### config.mk
export PLATFORM = sky130hd
export DESIGN_NAME = pc_sequencer
export DESIGN_NICKNAME = d
export VERILOG_FILES = /design/src/rtl/nextaddr_pkg.sv /design/src/rtl/nextaddr_mux.sv /design/src/rtl/pc_sequencer.sv
export SDC_FILE = /design/constraint.sdc
export NUM_CORES = 1
export LEC_CHECK = 0
export BUFFER_PORTS_ARGS = -buffer_cell sky130_fd_sc_hd__clkbuf_2
export CAP_MARGIN = 20
export CORE_UTILIZATION = 50
export CTS_CLUSTER_SIZE = 14
export DETAILED_ROUTE_END_ITERATION = 10
export PLACE_DENSITY = 0.81
export SETUP_SLACK_MARGIN = 0.3
export SYNTH_ARGS = -nofsm -noshare
export SYNTH_HDL_FRONTEND = slang
export SYNTH_SLANG_ARGS = --single-unit
### constraint.sdc
create_clock -name clk -period 4.6 [get_ports clk]
set_clock_uncertainty 0.2 [all_clocks]
set_input_delay 0.23 -clock clk [delete_from_list [all_inputs] [get_ports clk]]
set_output_delay 0.23 -clock clk [all_outputs]
set_load 0.01 [all_outputs]
### src/rtl/nextaddr_pkg.sv
// Shared types and constants for the PC sequencer and its next-address mux.
package nextaddr_pkg;

    localparam int ADDR_W = 30;
    localparam logic [ADDR_W-1:0] RESET_PC_DEFAULT = 30'h0000_0000;

    typedef enum logic [1:0] {
        BOOT,
        RUN,
        HOLD
    } state_e;

    // Ordered so that a numerically larger source wins a priority comparison.
    typedef enum logic [1:0] {
        SRC_NONE,
        SRC_BR,
        SRC_JUMP,
        SRC_JR
    } src_e;

endpackage

### src/rtl/nextaddr_mux.sv
// Combinational next-address selection: live redirect priority (jr > jump > branch > sequential)
// and arbitration between a pending redirect and the live inputs.
module nextaddr_mux
    import nextaddr_pkg::*;
#(
    parameter int W = ADDR_W
) (
    input  logic [W-1:0] pc,
    input  logic         br_taken,
    input  logic [W-1:0] br_offset,
    input  logic         jump,
    input  logic [25:0]  jtarget,
    input  logic         jr,
    input  logic [W-1:0] jr_word,
    input  logic         pend_valid,
    input  src_e         pend_src,
    input  logic [W-1:0] pend_target,
    output src_e         live_src,
    output logic [W-1:0] live_target,
    output logic [W-1:0] next_pc,
    output logic         redirect
);

    logic [W-1:0] seq_pc;

    assign seq_pc = pc + W'(1);

    always_comb begin
        live_src    = SRC_NONE;
        live_target = seq_pc;
        if (jr) begin
            live_src    = SRC_JR;
            live_target = jr_word;
        end else if (jump) begin
            live_src    = SRC_JUMP;
            live_target = {pc[W-1:26], jtarget};
        end else if (br_taken) begin
            live_src    = SRC_BR;
            live_target = seq_pc + br_offset;
        end
    end

    // A pending redirect beats live inputs of equal or lower priority.
    always_comb begin
        next_pc  = live_target;
        redirect = (live_src != SRC_NONE);
        if (pend_valid && (pend_src >= live_src)) begin
            next_pc  = pend_target;
            redirect = 1'b1;
        end
    end

endmodule

### src/rtl/pc_sequencer.sv
// Instruction fetch PC sequencer with BOOT/RUN/HOLD control and a pending-redirect register.
// Optional PC_SEQUENCER_REDIRECT_CNT_EN adds a saturating 16-bit redirect_cnt output.
module pc_sequencer #(
    parameter int                ADDR_W   = nextaddr_pkg::ADDR_W,
    parameter logic [ADDR_W-1:0] RESET_PC = nextaddr_pkg::RESET_PC_DEFAULT
) (
    input  logic              clk,
    input  logic              reset,
    input  logic              stall,
    input  logic              fetch_ready,
    input  logic              br_taken,
    input  logic [ADDR_W-1:0] br_offset,
    input  logic              jump,
    input  logic [25:0]       jtarget,
    input  logic              jr,
    input  logic [31:0]       jr_addr,
    output logic [ADDR_W-1:0] pc,
    output logic [ADDR_W+1:0] pc_byte,
    output logic              fetch_valid,
    output logic              flush
`ifdef PC_SEQUENCER_REDIRECT_CNT_EN
    ,
    output logic [15:0]       redirect_cnt
`endif
);

    import nextaddr_pkg::*;

    state_e            state;
    state_e            state_next;
    logic              accept;
    logic              pend_valid;
    src_e              pend_src;
    logic [ADDR_W-1:0] pend_target;
    src_e              live_src;
    logic [ADDR_W-1:0] live_target;
    logic [ADDR_W-1:0] next_pc;
    logic              redirect;
    logic              jr_addr_unused;

    assign jr_addr_unused = ^jr_addr[1:0];
    assign accept         = fetch_valid && fetch_ready && !stall;
    assign pc_byte        = {pc, 2'b00};

    nextaddr_mux #(
        .W (ADDR_W)
    ) u_mux (
        .pc          (pc),
        .br_taken    (br_taken),
        .br_offset   (br_offset),
        .jump        (jump),
        .jtarget     (jtarget),
        .jr          (jr),
        .jr_word     (jr_addr[ADDR_W+1:2]),
        .pend_valid  (pend_valid),
        .pend_src    (pend_src),
        .pend_target (pend_target),
        .live_src    (live_src),
        .live_target (live_target),
        .next_pc     (next_pc),
        .redirect    (redirect)
    );

    always_ff @(posedge clk or posedge reset) begin
        if (reset) begin
            state <= BOOT;
        end else begin
            state <= state_next;
        end
    end

    always_comb begin
        state_next  = state;
        fetch_valid = 1'b1;
        case (state)
            BOOT: begin
                fetch_valid = 1'b0;
                state_next  = RUN;
            end
            RUN: begin
                if (stall || !fetch_ready) begin
                    state_next = HOLD;
                end
            end
            HOLD: begin
                if (!stall && fetch_ready) begin
                    state_next = RUN;
                end
            end
            default: begin
                fetch_valid = 1'b0;
                state_next  = BOOT;
            end
        endcase
    end

    // Redirects seen while the PC cannot move are parked; a lower-priority one never displaces a higher one.
    always_ff @(posedge clk or posedge reset) begin
        if (reset) begin
            pc          <= RESET_PC;
            flush       <= 1'b0;
            pend_valid  <= 1'b0;
            pend_src    <= SRC_NONE;
            pend_target <= '0;
        end else begin
            flush <= accept && redirect;
            if (accept) begin
                pc         <= next_pc;
                pend_valid <= 1'b0;
                pend_src   <= SRC_NONE;
            end else if ((live_src != SRC_NONE) && (!pend_valid || (live_src >= pend_src))) begin
                pend_valid  <= 1'b1;
                pend_src    <= live_src;
                pend_target <= live_target;
            end
        end
    end

`ifdef PC_SEQUENCER_REDIRECT_CNT_EN
    always_ff @(posedge clk or posedge reset) begin
        if (reset) begin
            redirect_cnt <= '0;
        end else if (flush && (redirect_cnt != 16'hFFFF)) begin
            redirect_cnt <= redirect_cnt + 16'd1;
        end
    end
`endif

endmodule

## Yosys cells after proc, flatten, opt, wreduce, memory -nomap -nowiden

Index checks and enable logic that the tools add are counted.

| word-level totals | value |
|---|---|
| flip-flop bits (word level) | 66 |
| output and inout port bits | 64 |
| logic and storage cells | 48 |
| input bits | 95 |

| cells by class | value |
|---|---|
| equality and inequality tests | 4 |
| reductions and logical operators | 17 |
| muxes and demuxes | 16 |
| add/subtract/negate cells | 2 |
| bitwise operators | 1 |
| magnitude comparators | 2 |

Operator list:

| cell | number |
|---|---|
| $mux 30 | 4 |
| $add 30x1->30 const B | 1 |
| $add 30x30->30 | 1 |
| $mux 2 | 6 |
| $logic_and 1x1->1 | 6 |
| $pmux 2 s3 | 1 |
| $mux 1 | 5 |
| $ge 2x2->1 | 2 |
| $ne 2x2->1 const B | 2 |
| $reduce_and 2->1 | 2 |
| $reduce_bool 2->1 | 2 |
| $logic_not 1->1 | 3 |
| $eq 2x1->1 const B | 1 |
| $eq 2x2->1 const B | 1 |
| $logic_not 2->1 | 1 |
| $logic_or 1x1->1 | 2 |
| $reduce_or 2->1 | 1 |
| $not 1->1 | 1 |

## Logic depth before layout (Yosys ltp)

Gate-level depths: netlist of run 1.

| logic depth | value |
|---|---|
| word-level depth | 8 |
| depth in mapped cells | 17 |
| mapped depth without buffers | 15 |

## Cells and area by module

From an unflattened synthesis of run 1, not the netlist that was laid out.

| second synthesis, totals | value |
|---|---|
| cell total of the unflattened synthesis | 795 |
| area, all modules | 6384.9 sq um |

By module, submodules not included:

| module | area each (sq um) | instances | sequential area each (sq um) | cells each |
|---|---|---|---|---|
| nextaddr_mux | 3492.1 | 1 | 0.0 | 533 |
| pc_sequencer | 2892.8 | 1 | 1651.6 | 262 |

## Worst setup path before layout of run 1

No wires, ideal clock.

| path | value |
|---|---|
| kind | register to register |
| from | register pc[6] |
| to | register pc[29] |
| data required time | 4280 ps |
| path slack | 717 ps |
| clock period less this slack | 3883 ps |
| arrival time | 3563 ps |
| setup time | 120 ps |
| stages on the path, launching flop included | 16 |
| path buffers | 0 |
| path through | dfrtp_1 and4_4 and3_1 nand3_1 nor3_1 xor2_1 ha_1 a21oi_2 o21ai_0 a2111o_1 a211oi_2 o41ai_2 o221ai_1 o21ai_1 nor3b_1 a31o_1 |

| on the way | value |
|---|---|
| longest elaborated chain between the ends | 6 |

RTL lines:

| what | RTL line | text |
|---|---|---|
| start: declaration | pc_sequencer.sv:17 | `output logic [ADDR_W-1:0] pc,` |
| start signal: assignment | pc_sequencer.sv:108 | `pc <= next_pc;` |
| $add 30x1->30 (*) | nextaddr_mux.sv:26 | `assign seq_pc = pc + W'(1);` |
| $add 30x30->30 | nextaddr_mux.sv:39 | `live_target = seq_pc + br_offset;` |
| $mux 30 (*) | nextaddr_mux.sv:37 | `end else if (br_taken) begin` |
| $mux 30 (*) | nextaddr_mux.sv:34 | `end else if (jump) begin` |
| $mux 30 (*) | nextaddr_mux.sv:31 | `if (jr) begin` |
| $mux 30 (*) | nextaddr_mux.sv:47 | `if (pend_valid && (pend_src >= live_src)) begin` |

Every way passes the cells marked *; elsewhere a longest branch is shown, timed or not.
A chain may end at the register's enable or synchronous reset.

## Final worst setup path of run 1

| path | value |
|---|---|
| from | register pc[4] |
| to | register pc[29] |

Same word-level chain as after synthesis.

==> summary.txt, run 1 <==
Flow run
  • Max_cap viols: 0

Logic synthesis
  • Mapped cell area: 0.00642 mm^2
  • Yosys warning total: 0
  • Simple-gate area share of the yosys netlist: 0.212
  • Async S/R FF share, synth: 1.00
  • Synth Area in Compound Gates: 0.286
  • Xor/xnor share of the synthesized area: 0.0600
  • Sequential area share after synthesis: 0.257
  • Post-synth cell types: 74
  • Syn_area_per_cell: 7.66 um^2
  • Post-synth EDFFs: 0
  • Largest family of logic cells by synthesized area: compound AO/OA/AOI/OAI gates
  • Syn Inst Count: 838
  • Number of synthesized register bits: 66
  • Synth Flop Type: dfrtp_1
  • Post-synthesis adder-cell area fraction: 0.0850
  • Mux contribution to synthesized area: 0.0191

Global route
  • Antenna violations before repair: 0
  • Tot GR Track Use: 0.312
  • Largest net degree at the start of global routing: 46
  • Remaining global-route overflow: 0
  • Vias in the first global route: 6123
  • First-pass GRT wire length: between 30000 and 40000 um

Clock network
  • Clock tree root driver cell: clkbuf_16
  • Number of CTS-inserted buffers: 9
  • H-Tree Depth: 3
  • Clock Path Buffers: 2
  • CTS tree: done
  • CTS Sinks: 66
  • Reg clk slew, reported paths: 0.06 ns
  • Clk Latency, worst-skew pair: ~0.34 ns

Placed design
  • Routability cong.: 1.01
  • Hpwl dp: about 15000 um
  • IO buf count: 154
  • Placed inst area: between 0.007 and 0.008 mm^2

Timing
  • Slew HR: 0.378
  • Min Hold Slack: 0.00707 ns
  • Fin crit share: 0.909
  • Setup TNS: 0 ns
  • Max Slew Vio Count: 0
  • Tmin final: about 4.2 ns
  • Max Clk Rate: 239 MHz
  • Least-Margin Pin Slew: around 0.93 ns
  • Final setup viols: 0
  • Endpoints failing hold: 0
  • Unrepaired setup endpoints after global routing: false

Pwr
  • Logic pwr share: 0.639
  • Power per cell area: 687 mW/mm^2
  • Sw frac: 0.489
  • Switching Power: 2.57 mW
  • VDD IR max: 0.599 mV
  • Pint: about 2.7 mW
  • Sequential Power Share: 0.223
  • Clock share of power: 0.138
  • Leak pwr: approximately 3.6 nW

Cells and area
  • Commonest cells after routing, fill and taps aside: 154 x clkbuf_2, 119 x nand2_1, 69 x o21ai_0
  • Layout cells sized above 1: 0.248
  • Final nets: 1093
  • Ant. Diodes: 0
  • Most common cell after layout, fill and taps aside: clkbuf_2
  • Fillcell total: 1115
  • Final instance area: 0.00765 mm^2
  • Area grow syn2layout: 19.1%

Floorplan
  • CORE AREA: 0.0126 mm^2
  • # rows: around 40
  • I/O pins: 159
  • Die Height: 115 um
  • Die X: 115 um
  • Initial core utilization: 0.511
  • Die Area: 0.0133 mm^2

Critical path
  • CP Depth: 15
  • CP Buf/Inv Count: 0
  • Max stage delay on crit path: 0.46 ns
  • Worst Path Max Fanout: 7
  • Worst setup path category: reg2reg
  • Critical Path AT: 4.21 ns
  • Critical Path Source: pc[4]$_DFFE_PP0P_
  • WP data required: 4.63 ns
  • Worst setup SP type: flip-flop
  • Cell family with most CP delay: compound AO/OA/AOI/OAI gates
  • Critical Path Slowest Stage Cell: a2111o_1
  • Nature of the critical path endpoint: flip-flop
  • Worst path cell trace: and4_4 > and3_2 > nand3_1 > nor2_1 > xor2_2 > ha_2 > a21oi_4 > o21ai_0 > a2111o_1 > a211oi_4 > o41ai_4 > o221ai_2 > o21ai_1 > nor3b_2 > a31o_1
  • R2r startpoint: pc[4]$_DFFE_PP0P_
  • Cells on worst reg2reg path: 15

Hold path
  • Hold Crit Start: jtarget[13]
  • Hold depth: 3
  • Hold crit path type: in2reg

Detailed routing
  • DR vias/cell: 6.20
  • Detailed Routing Iterations Pass 1: 5
  • Drt drc: 0
  • Post-DRT Antenna Nets: 0
  • Drt wl/cell: between 15 and 20 um
  • Final wirelength: 20800 um
  • Vias: 7020
  • Initial drt markers: between 800 and 900

Outcome
  • Outcome: finished, final reports clean
## cells in the mapped netlist (all sizes together), types with 6 or more instances
cell type | count | share of area
nand2 | 119 | 0.070
o21ai | 79 | 0.062
dfrtp | 66 | 0.26
nor2 | 64 | 0.038
a21oi | 61 | 0.049
ha | 42 | 0.082
buf | 39 | 0.042
clkbuf | 39 | 0.023
nand3 | 28 | 0.023
xnor2 | 27 | 0.037
inv | 24 | 0.014
o211ai | 20 | 0.023
a21o | 18 | 0.021
and3 | 18 | 0.018
o21a | 17 | 0.020
xor2 | 17 | 0.023
nor3 | 14 | 0.012
a31oi | 10 | 0.0097
and4 | 10 | 0.014
mux2i | 10 | 0.016
o31ai | 10 | 0.012
nand4 | 9 | 0.0097
a211oi | 8 | 0.010
o221ai | 7 | 0.0096
and2 | 6 | 0.0058
or3 | 6 | 0.0058
## registers in the layout, indices dropped and copies added (netlist names)
| register | flops |
|---|---|
| pc | 30 |
| pend_target | 30 |
| pend_src | 2 |
| state | 2 |
| flush | 1 |
| pend_valid | 1 |
## through the flow
step	util	worst slack, ns	power (mW)	cells
after CTS	0.602	0.325	5.13	1131
after floorplan	-	0.717	3.51	839
after global routing	0.608	0.273	5.65	1132
final	0.608	0.419	5.25	1132
after global placement	0.570	0.257	4.28	1110
after detailed placement	0.570	0.185	4.34	1110
## power by group through the flow
stage	clock, mW	combinational (mW)	sequential (mW)
final	0.722	3.36	1.17
after global routing	0.750	3.69	1.21
after CTS	0.725	3.25	1.15
after detailed placement	0	3.18	1.16
after global placement	0	3.13	1.15
after floorplan	0	2.35	1.16
## tightest hold or removal path, cell delays in order
cell and delay, ns:
clkbuf_2 0.08, nor2_1 0.11, o31ai_1 0.07
## cells by family (layout without fill, tap and decap cells)
family	Yosys count	after routing
AOI/OAI and AO/OA	280	280
xor gates and xnor gates	44	44
adders and majority gates	43	43
buffers and inverters	103	224
DFF	66	66
muxes	12	12
other	1	2
and+or+nand+nor	289	289
## cell type report
class	count	area, um^2	area share
timing repair buffer	183	998	0.131
clock inverter	5	60.1	0.00785
multi-input combinational	670	4370	0.571
sequential	66	1660	0.217
tap	172	215	0.0281
clock buffer	11	253	0.0330
inverter	25	93.8	0.0123
## path summary, 6_finish.rpt
kind	to	slack [ns]
max reg2reg	pc[29]$_DFFE_PP0P_	0.42
max	pc[29]$_DFFE_PP0P_	0.42
min	pc[13]$_DFFE_PP0P_	0.007
min in group asynchronous	pc[5]$_DFFE_PP0P_	0.32
min reg2reg	pend_target[5]$_DFFE_PP0P_	0.28
max in group asynchronous	pc[16]$_DFFE_PP0P_	2.88
## metal layers
metal / GRT usage / vias to the layer above / part of all wire
met5: 0 / - / 0
met4: 0.126 / 0 / 0.031
met3: 0.0590 / 54 / 0.090
met2: 0.485 / 413 / 0.45
met1: 0.424 / 3297 / 0.42
li1: - / 3256 / -
## timing repair
action | 4_1_cts | 5_1_grt
hold endpoints to repair | 31 | 0
pin swaps | 0 | 3
gates resized for setup | 7 | 20
setup endpoints to repair | 2 | 22
hold buffers | 4 | 0
setup buffers | 1 | 1
Note: power is estimated with default switching activity, not from simulation.
==> run 2: changes to the inputs <==
==> constraint.sdc (replaced) <==
create_clock -name clk -period 4.6 [get_ports clk]
set_clock_uncertainty 0.2 [all_clocks]
set_input_delay 0.92 -clock clk [delete_from_list [all_inputs] [get_ports clk]]
set_output_delay 0.92 -clock clk [all_outputs]
set_load 0.01 [all_outputs]
==> run 2 against run 1 <==
  * Register-to-register slack hardly changed
  * Critical path type unchanged
  * Combinational power is 2% higher
  * Total power hardly changed
  * Critical path depth stayed put
==> summary.txt, run 2 (synthesized netlist as in run 1, its figures left out) <==
Outcome
  • Outcome: finished, final reports clean

Clock network
  • Reg clk slew, reported paths: 0.06 ns (about the same)
  • Number of CTS-inserted buffers: 9 (unchanged)
  • Clock tree root driver cell: clkbuf_16
  • Clk Latency, worst-skew pair: 0.34 ns (about the same)
  • Clock Path Buffers: 2 (unchanged)
  • CTS tree: done
  • H-Tree Depth: 3 (unchanged)
  • CTS Sinks: 66 (unchanged)
  • Hold-fix buffers, CTS: 0 (-4)

Detailed routing
  • Post-DRT Antenna Nets: 0 (unchanged)
  • Drt wl/cell: 18.5 um (+0.88%)
  • Vias: 7101 (+1.2%)
  • DR vias/cell: 6.22 (+0.36%)
  • Final wirelength: 21100 um (+1.7%)
  • Detailed Routing Iterations Pass 1: 5 (unchanged)
  • Initial drt markers: 711 (-12%)
  • Drt drc: 0 (unchanged)

Pwr
  • Switching Power: 2.63 mW (+2.3%)
  • Total power: 5.25 mW (about the same)
  • Pint: 2.62 mW (-2.4%)
  • VDD IR max: 0.327 mV (-45%)
  • Leak pwr: 3.62 nW (+0.68%)
  • Clock share of power: 0.125 (-0.013)
  • Sw frac: 0.500 (+0.0118)
  • Power per cell area: 686 mW/mm^2 (about the same)
  • Sequential Power Share: 0.221 (-0.002)
  • Logic pwr share: 0.654 (+0.015)

Timing
  • Max Slew Vio Count: 0 (unchanged)
  • Unrepaired setup endpoints after global routing: false
  • Endpoints failing hold: 0 (unchanged)
  • Tmin final: 4.17 ns (-0.0148 ns)
  • Max Clk Rate: 240 MHz (+0.36%)
  • Slew HR: 0.441 (+0.0627)
  • Setup TNS: 0 ns (unchanged)
  • Fin crit share: 0.906 (-0.00322)
  • Final WS setup: 0.434 ns (+0.0148 ns)
  • Final setup viols: 0 (unchanged)
  • Least-Margin Pin Slew: 0.837 ns (-0.0953 ns)

Cells and area
  • Layout cells sized above 1: 0.249 (+0.000793)
  • Area grow syn2layout: 19.2% (about the same)
  • Final nets: 1102 (+0.82%)
  • Final Util: 0.609 (about the same)
  • Biggest regs: pc: 30 flops, pend_target: 30 flops
  • Ant. Diodes: 0 (unchanged)
  • Commonest cells after routing, fill and taps aside: 154 x clkbuf_2, 119 x nand2_1, 67 x o21ai_0
  • Final instance area: 0.00765 mm^2 (about the same)
  • Most common cell after layout, fill and taps aside: clkbuf_2

Floorplan
  • I/O pins: 159 (unchanged)
  • Die Area: 0.0133 mm^2 (unchanged)
  • # rows: 41 (unchanged)
  • Die Height: 115 um (unchanged)
  • Initial core utilization: 0.511 (unchanged)
  • CORE AREA: 0.0126 mm^2 (unchanged)
  • Die X: 115 um (unchanged)

Flow run
  • Max_cap viols: 0 (unchanged)

Critical path
  • Crit path capture: pc[29]$_DFFE_PP0P_
  • Worst setup path category: reg2reg
  • Critical Path AT: 4.20 ns (about the same)
  • RR Endpoint: pc[29]$_DFFE_PP0P_
  • Worst setup SP type: flip-flop
  • WP data required: 4.63 ns (about the same)
  • R2r setup slk: 0.43 ns (about the same)
  • Worst Path Max Fanout: 5 (-2)
  • Nature of the critical path endpoint: flip-flop
  • Cells on worst reg2reg path: 15 (unchanged)
  • R2r startpoint: pc[5]$_DFFE_PP0P_
  • Critical Path Source: pc[5]$_DFFE_PP0P_

Placed design
  • Routability cong.: 0.969 (-3.7%)
  • Setup WS pre-CTS: 0.186 ns (+0.00104 ns)
  • Hpwl dp: 15700 um (+1.4%)
  • Placed inst area: 0.00727 mm^2 (+1.5%)
  • IO buf count: 154 (unchanged)

Global route
  • Tot GR Track Use: 0.314 (+0.00205)
  • Vias in the first global route: 6420 (+4.9%)
  • First-pass GRT wire length: 32300 um (+1.7%)
  • Largest net degree at the start of global routing: 40 (-13%)
  • Remaining global-route overflow: 0 (unchanged)
  • Antenna violations before repair: 0 (unchanged)

Hold path
  • Hold crit path type: reg2reg
-- run 2: changes by cell type in the layout (fill, tap and decap cells not counted), sizes merged --
cell / previous run / this run
buf: 25 / 38
bufinv: 1 / 0
dlygate4sd3: 4 / 0
clkinvlp: 1 / 4
clkbuf: 165 / 163
-- run 2: power groups by stage --
stage | sequential (mW) | combinational (mW) | clock, mW
after CTS | 1.14 | 3.31 | 0.651
after detailed placement | 1.14 | 3.25 | 0
after global placement | 1.13 | 3.18 | 0
after floorplan | 1.16 | 2.35 | 0
after global routing | 1.19 | 3.75 | 0.676
final | 1.16 | 3.43 | 0.655
-- run 2: worst max-delay path, stage by stage, from the launching register on --
cell and delay (ns):
dfrtp_1 0.35, and4_2 0.32, and3_1 0.29, nand3_1 0.18
nor2_1 0.21, xor2_1 0.28, ha_1 0.32, a21oi_4 0.10
o21ai_1 0.28, a2111o_1 0.21, a211oi_4 0.07, o41ai_4 0.46
o221ai_2 0.20, nor3_1 0.29, nor3b_2 0.09, a31o_1 0.21
-- run 2: worst min path at each step --
stage | depth (start not counted) | to | startpoint
finish | 2 | pend_target[2]$_DFFE_PP0P_ | pend_target[2]$_DFFE_PP0P_
global route | 2 | pend_target[23]$_DFFE_PP0P_ | pend_target[23]$_DFFE_PP0P_
global placement | 2 | pend_target[23]$_DFFE_PP0P_ | pend_target[23]$_DFFE_PP0P_
CTS | 2 | pend_target[2]$_DFFE_PP0P_ | pend_target[2]$_DFFE_PP0P_
floorplan | 2 | pend_target[20]$_DFFE_PP0P_ | pend_target[20]$_DFFE_PP0P_
detailed placement | 2 | pend_target[2]$_DFFE_PP0P_ | pend_target[2]$_DFFE_PP0P_
-- run 2: what timing repair did --
| item | in CTS | in global routing |
|---|---|---|
| resized for setup | 3 | 15 |
| cloned | 0 | 0 |
| setup endpoints to repair | 2 | 13 |
| buffers inserted | 0 | 1 |
-- run 2: routing by layer --
metal  global-route usage  up-vias  wire length, um
li1                     -     3272                -
met3               0.0390       64             2030
met5                    0        -                0
met2                0.520      449             9940
met1                0.414     3316             8510
met4                0.127        0              655
-- run 2: final cells by class --
type	count	area, um^2
clock buffers	9	225
clock inverters	7	52.6
fillers	1121	4920
inverters	25	93.8
multi-input cells	670	4350
flip-flops and latches	66	1650
well taps	172	215
repair buffers	192	1060
-- run 2: stage by stage --
step	hold WS (ns)	std cells
finish	0.280	1141
detailed placement	0.264	1124
CTS	0.281	1140
global placement	0.257	1124
global route	0.311	1141
floorplan	0.242	839
==> run 3: changes to the inputs <==
--- a/config.mk
+++ b/config.mk
@@ -8,8 +8,10 @@
 export BUFFER_PORTS_ARGS = -buffer_cell sky130_fd_sc_hd__clkbuf_2
 export CAP_MARGIN = 20
 export CORE_UTILIZATION = 50
+export CTS_BUF_LIST = sky130_fd_sc_hd__clkbuf_8
 export CTS_CLUSTER_SIZE = 14
 export DETAILED_ROUTE_END_ITERATION = 10
+export GPL_TIMING_DRIVEN = 0
 export PLACE_DENSITY = 0.81
 export SETUP_SLACK_MARGIN = 0.3
 export SYNTH_ARGS = -nofsm -noshare
==> run 3 against run 2 <==
  * Non-clock buffer count is 52 higher
  * Sequential share of layout area is 0.45 points lower
  * Final cell count up 4.5%
  * Critical path depth increased by 1
  * Fmax decreased by 0.78%
  * Setup slack got worse by 0.033 ns
  * Global-route usage increased by 2.3 points
  * Via count increased by 3.1%
  * Design area rose by 2.8%
  * Utilization is 1.7 points higher
  * Critical path type unchanged
  * Critical endpoint unchanged
  * Largest cell class unchanged
==> summary.txt, run 3 (synthesized netlist as in run 1, its figures left out) <==
Outcome
  • Outcome: finished, final reports clean

Critical path
  • Critical Path AT: 4.24 ns (+0.04 ns)
  • R2r startpoint: pc[5]$_DFFE_PP0P_
  • Worst setup SP type: flip-flop
  • R2r setup slk: 0.40 ns (-0.03 ns)
  • Cell family with most CP delay: compound AO/OA/AOI/OAI gates
  • Critical Path Slowest Stage Cell: a2111o_1
  • Max stage delay on crit path: 0.45 ns (about the same)
  • Worst setup path category: reg2reg
  • CP Buf/Inv Count: 1 (+1)
  • WP data required: 4.65 ns (+0.02 ns)
  • Most frequent CP cell: o21ai_1
  • RR Endpoint: pc[29]$_DFFE_PP0P_
  • Cells on worst reg2reg path: 16 (+1)
  • Nature of the critical path endpoint: flip-flop
  • Worst path cell trace: and4_1 > buf_2 > nand2_2 > nor3_4 > nand3_1 > xnor2_2 > ha_4 > a21oi_2 > o21ai_1 > a2111o_1 > a211oi_4 > o41ai_4 > o221ai_2 > o21ai_1 > nor3b_2 > a31o_1
  • Worst Path Max Fanout: 6 (+1)

Timing
  • Unrepaired setup endpoints after global routing: true
  • Final setup viols: 0 (unchanged)
  • Max Clk Rate: 238 MHz (-0.78%)
  • Fin crit share: 0.913 (+0.00716)
  • Tmin final: 4.20 ns (+0.0329 ns)
  • Slew HR: 0.387 (-0.0545)
  • Max Slew Vio Count: 0 (unchanged)
  • Endpoints failing hold: 0 (unchanged)
  • Least-Margin Pin Slew: 0.920 ns (+0.0830 ns)

Detailed routing
  • DR vias/cell: 6.14 (-1.4%)
  • Drt wl/cell: 19.0 um (+2.8%)
  • Detailed Routing Iterations Pass 1: 6 (+1)
  • Final wirelength: 22700 um (+7.4%)
  • Initial drt markers: 970 (+36%)
  • Post-DRT Antenna Nets: 0 (unchanged)
  • Vias: 7318 (+3.1%)
  • Drt drc: 0 (unchanged)

Floorplan
  • Die Height: 115 um (unchanged)
  • Initial core utilization: 0.511 (unchanged)
  • # rows: 41 (unchanged)
  • Die Area: 0.0133 mm^2 (unchanged)
  • I/O pins: 159 (unchanged)
  • Die X: 115 um (unchanged)
  • CORE AREA: 0.0126 mm^2 (unchanged)

Placed design
  • IO buf count: 152 (-1.3%)
  • Placed cell count: 1164 (+3.6%)
  • Routability cong.: 0.945 (-2.5%)
  • Placed inst area: 0.00742 mm^2 (+2.0%)
  • Hpwl dp: 17200 um (+9.8%)

Clock network
  • Clock tree root driver cell: clkbuf_8
  • H-Tree Depth: 3 (unchanged)
  • CTS Sinks: 66 (unchanged)
  • Reg clk slew, reported paths: 0.07 ns (about the same)
  • Clock Path Buffers: 2 (unchanged)
  • CTS tree: done
  • Clk Latency, worst-skew pair: 0.35 ns (about the same)
  • Number of CTS-inserted buffers: 9 (unchanged)

Pwr
  • VDD IR max: 0.346 mV (+5.8%)
  • Leak pwr: 3.73 nW (+3.0%)
  • Power per cell area: 676 mW/mm^2 (-1.5%)

Global route
  • Antenna violations before repair: 0 (unchanged)
  • Remaining global-route overflow: 0 (unchanged)
  • Largest net degree at the start of global routing: 40 (unchanged)
  • Gr busiest metal: met2
  • First-pass GRT wire length: 33600 um (+4.1%)
  • Met1 Use GR: 0.449 (+0.0344)
  • Grt met2 use: 0.501 (-0.0192)
  • Met3 global-route usage: 0.0880 (+0.0490)
  • Vias in the first global route: 6369 (-0.79%)
  • Tot GR Track Use: 0.336 (+0.0225)

Cells and area
  • Layout cells sized above 1: 0.259 (+0.0101)
  • Area grow syn2layout: 22.5%
  • Commonest cells after routing, fill and taps aside: 154 x clkbuf_2, 118 x nand2_1, 67 x o21ai_0
  • Biggest regs: pc: 30 flops, pend_target: 30 flops
  • Final std cells w/o fill: 1192 (+4.5%)
  • Final nets: 1154 (+4.7%)
  • Final instance area: 0.00786 mm^2 (+2.8%)
  • Most common cell after layout, fill and taps aside: clkbuf_2
  • Ant. Diodes: 0 (unchanged)

Hold path
  • Hold Crit Start: pend_target[20]$_DFFE_PP0P_
  • Hold EP: pend_target[20]$_DFFE_PP0P_
  • Hold crit path type: reg2reg
  • Hold depth: 2 (unchanged)

Flow run
  • Max_cap viols: 0 (unchanged)
## run 3: cell count changes in the layout (fill, tap and decap cells not counted), sizes merged
| cell | delta |
|---|---|
| bufinv | +1 |
| clkinvlp | -4 |
| clkbuf | +40 |
| buf | +15 |
| inv | -1 |
## run 3: where the power goes
group          leakage, nW  internal (mW)  switching (mW)
registers            0.774          0.873           0.332
clock network        0.110          0.289           0.219
logic                 2.84           1.49            2.12
## run 3: stage by stage
| stage | hold slack, ns | util | worst slack [ns] | setup TNS [ns] | power, mW |
|---|---|---|---|---|---|
| after CTS | 0.276 | 0.613 | 0.322 | 0 | 5.09 |
| after detailed placement | 0.263 | 0.590 | -0.430 | -1.34 | 4.52 |
| after floorplan | 0.242 | - | 0.717 | 0 | 3.51 |
| final | 0.274 | 0.626 | 0.401 | 0 | 5.31 |
| after global placement | 0.255 | 0.589 | -0.416 | -1.19 | 4.45 |
| after global routing | 0.303 | 0.626 | 0.286 | 0 | 5.69 |
## run 3: final cells by class
class,instances,area (um^2)
buffer,78,420
clock buffer,12,165
clock inverter,3,38.8
multi-input combinational,670,4390
fill,1127,4710
timing repair buffer,166,878
tap,172,215
sequential,66,1670
inverter,25,93.8
## run 3: worst min-delay path: stages, from the launching register on
cell     delay (ns)
dfrtp_1        0.34
nand2_1        0.04
o21ai_0        0.06
## run 3: how the worst max path moves through the flow
stage,startpoint,to,cells past startpoint
global route,pc[5]$_DFFE_PP0P_,pc[29]$_DFFE_PP0P_,17
floorplan,pc[6]$_DFFE_PP0P_,pc[29]$_DFFE_PP0P_,15
finish,pc[5]$_DFFE_PP0P_,pc[29]$_DFFE_PP0P_,16
detailed placement,pc[2]$_DFFE_PP0P_,pc[29]$_DFFE_PP0P_,16
global placement,pc[2]$_DFFE_PP0P_,pc[29]$_DFFE_PP0P_,16
CTS,pc[4]$_DFFE_PP0P_,pc[28]$_DFFE_PP0P_,16
## run 3: repair_timing
item                                    CTS  global route
gates resized for setup                  17            21
endpoints found under the hold margin     0             0
pin swaps                                 3             9
endpoints found under the setup margin   12            30
gates cloned                              0             0
hold buffers                              0             0
setup buffers                             3            10
## run 3: layer usage
metal / up-vias / routed length [um]
li1: 3385 / -
met1: 3341 / 9110
met2: 515 / 9900
met3: 77 / 2680
met4: 0 / 1010
met5: - / 0
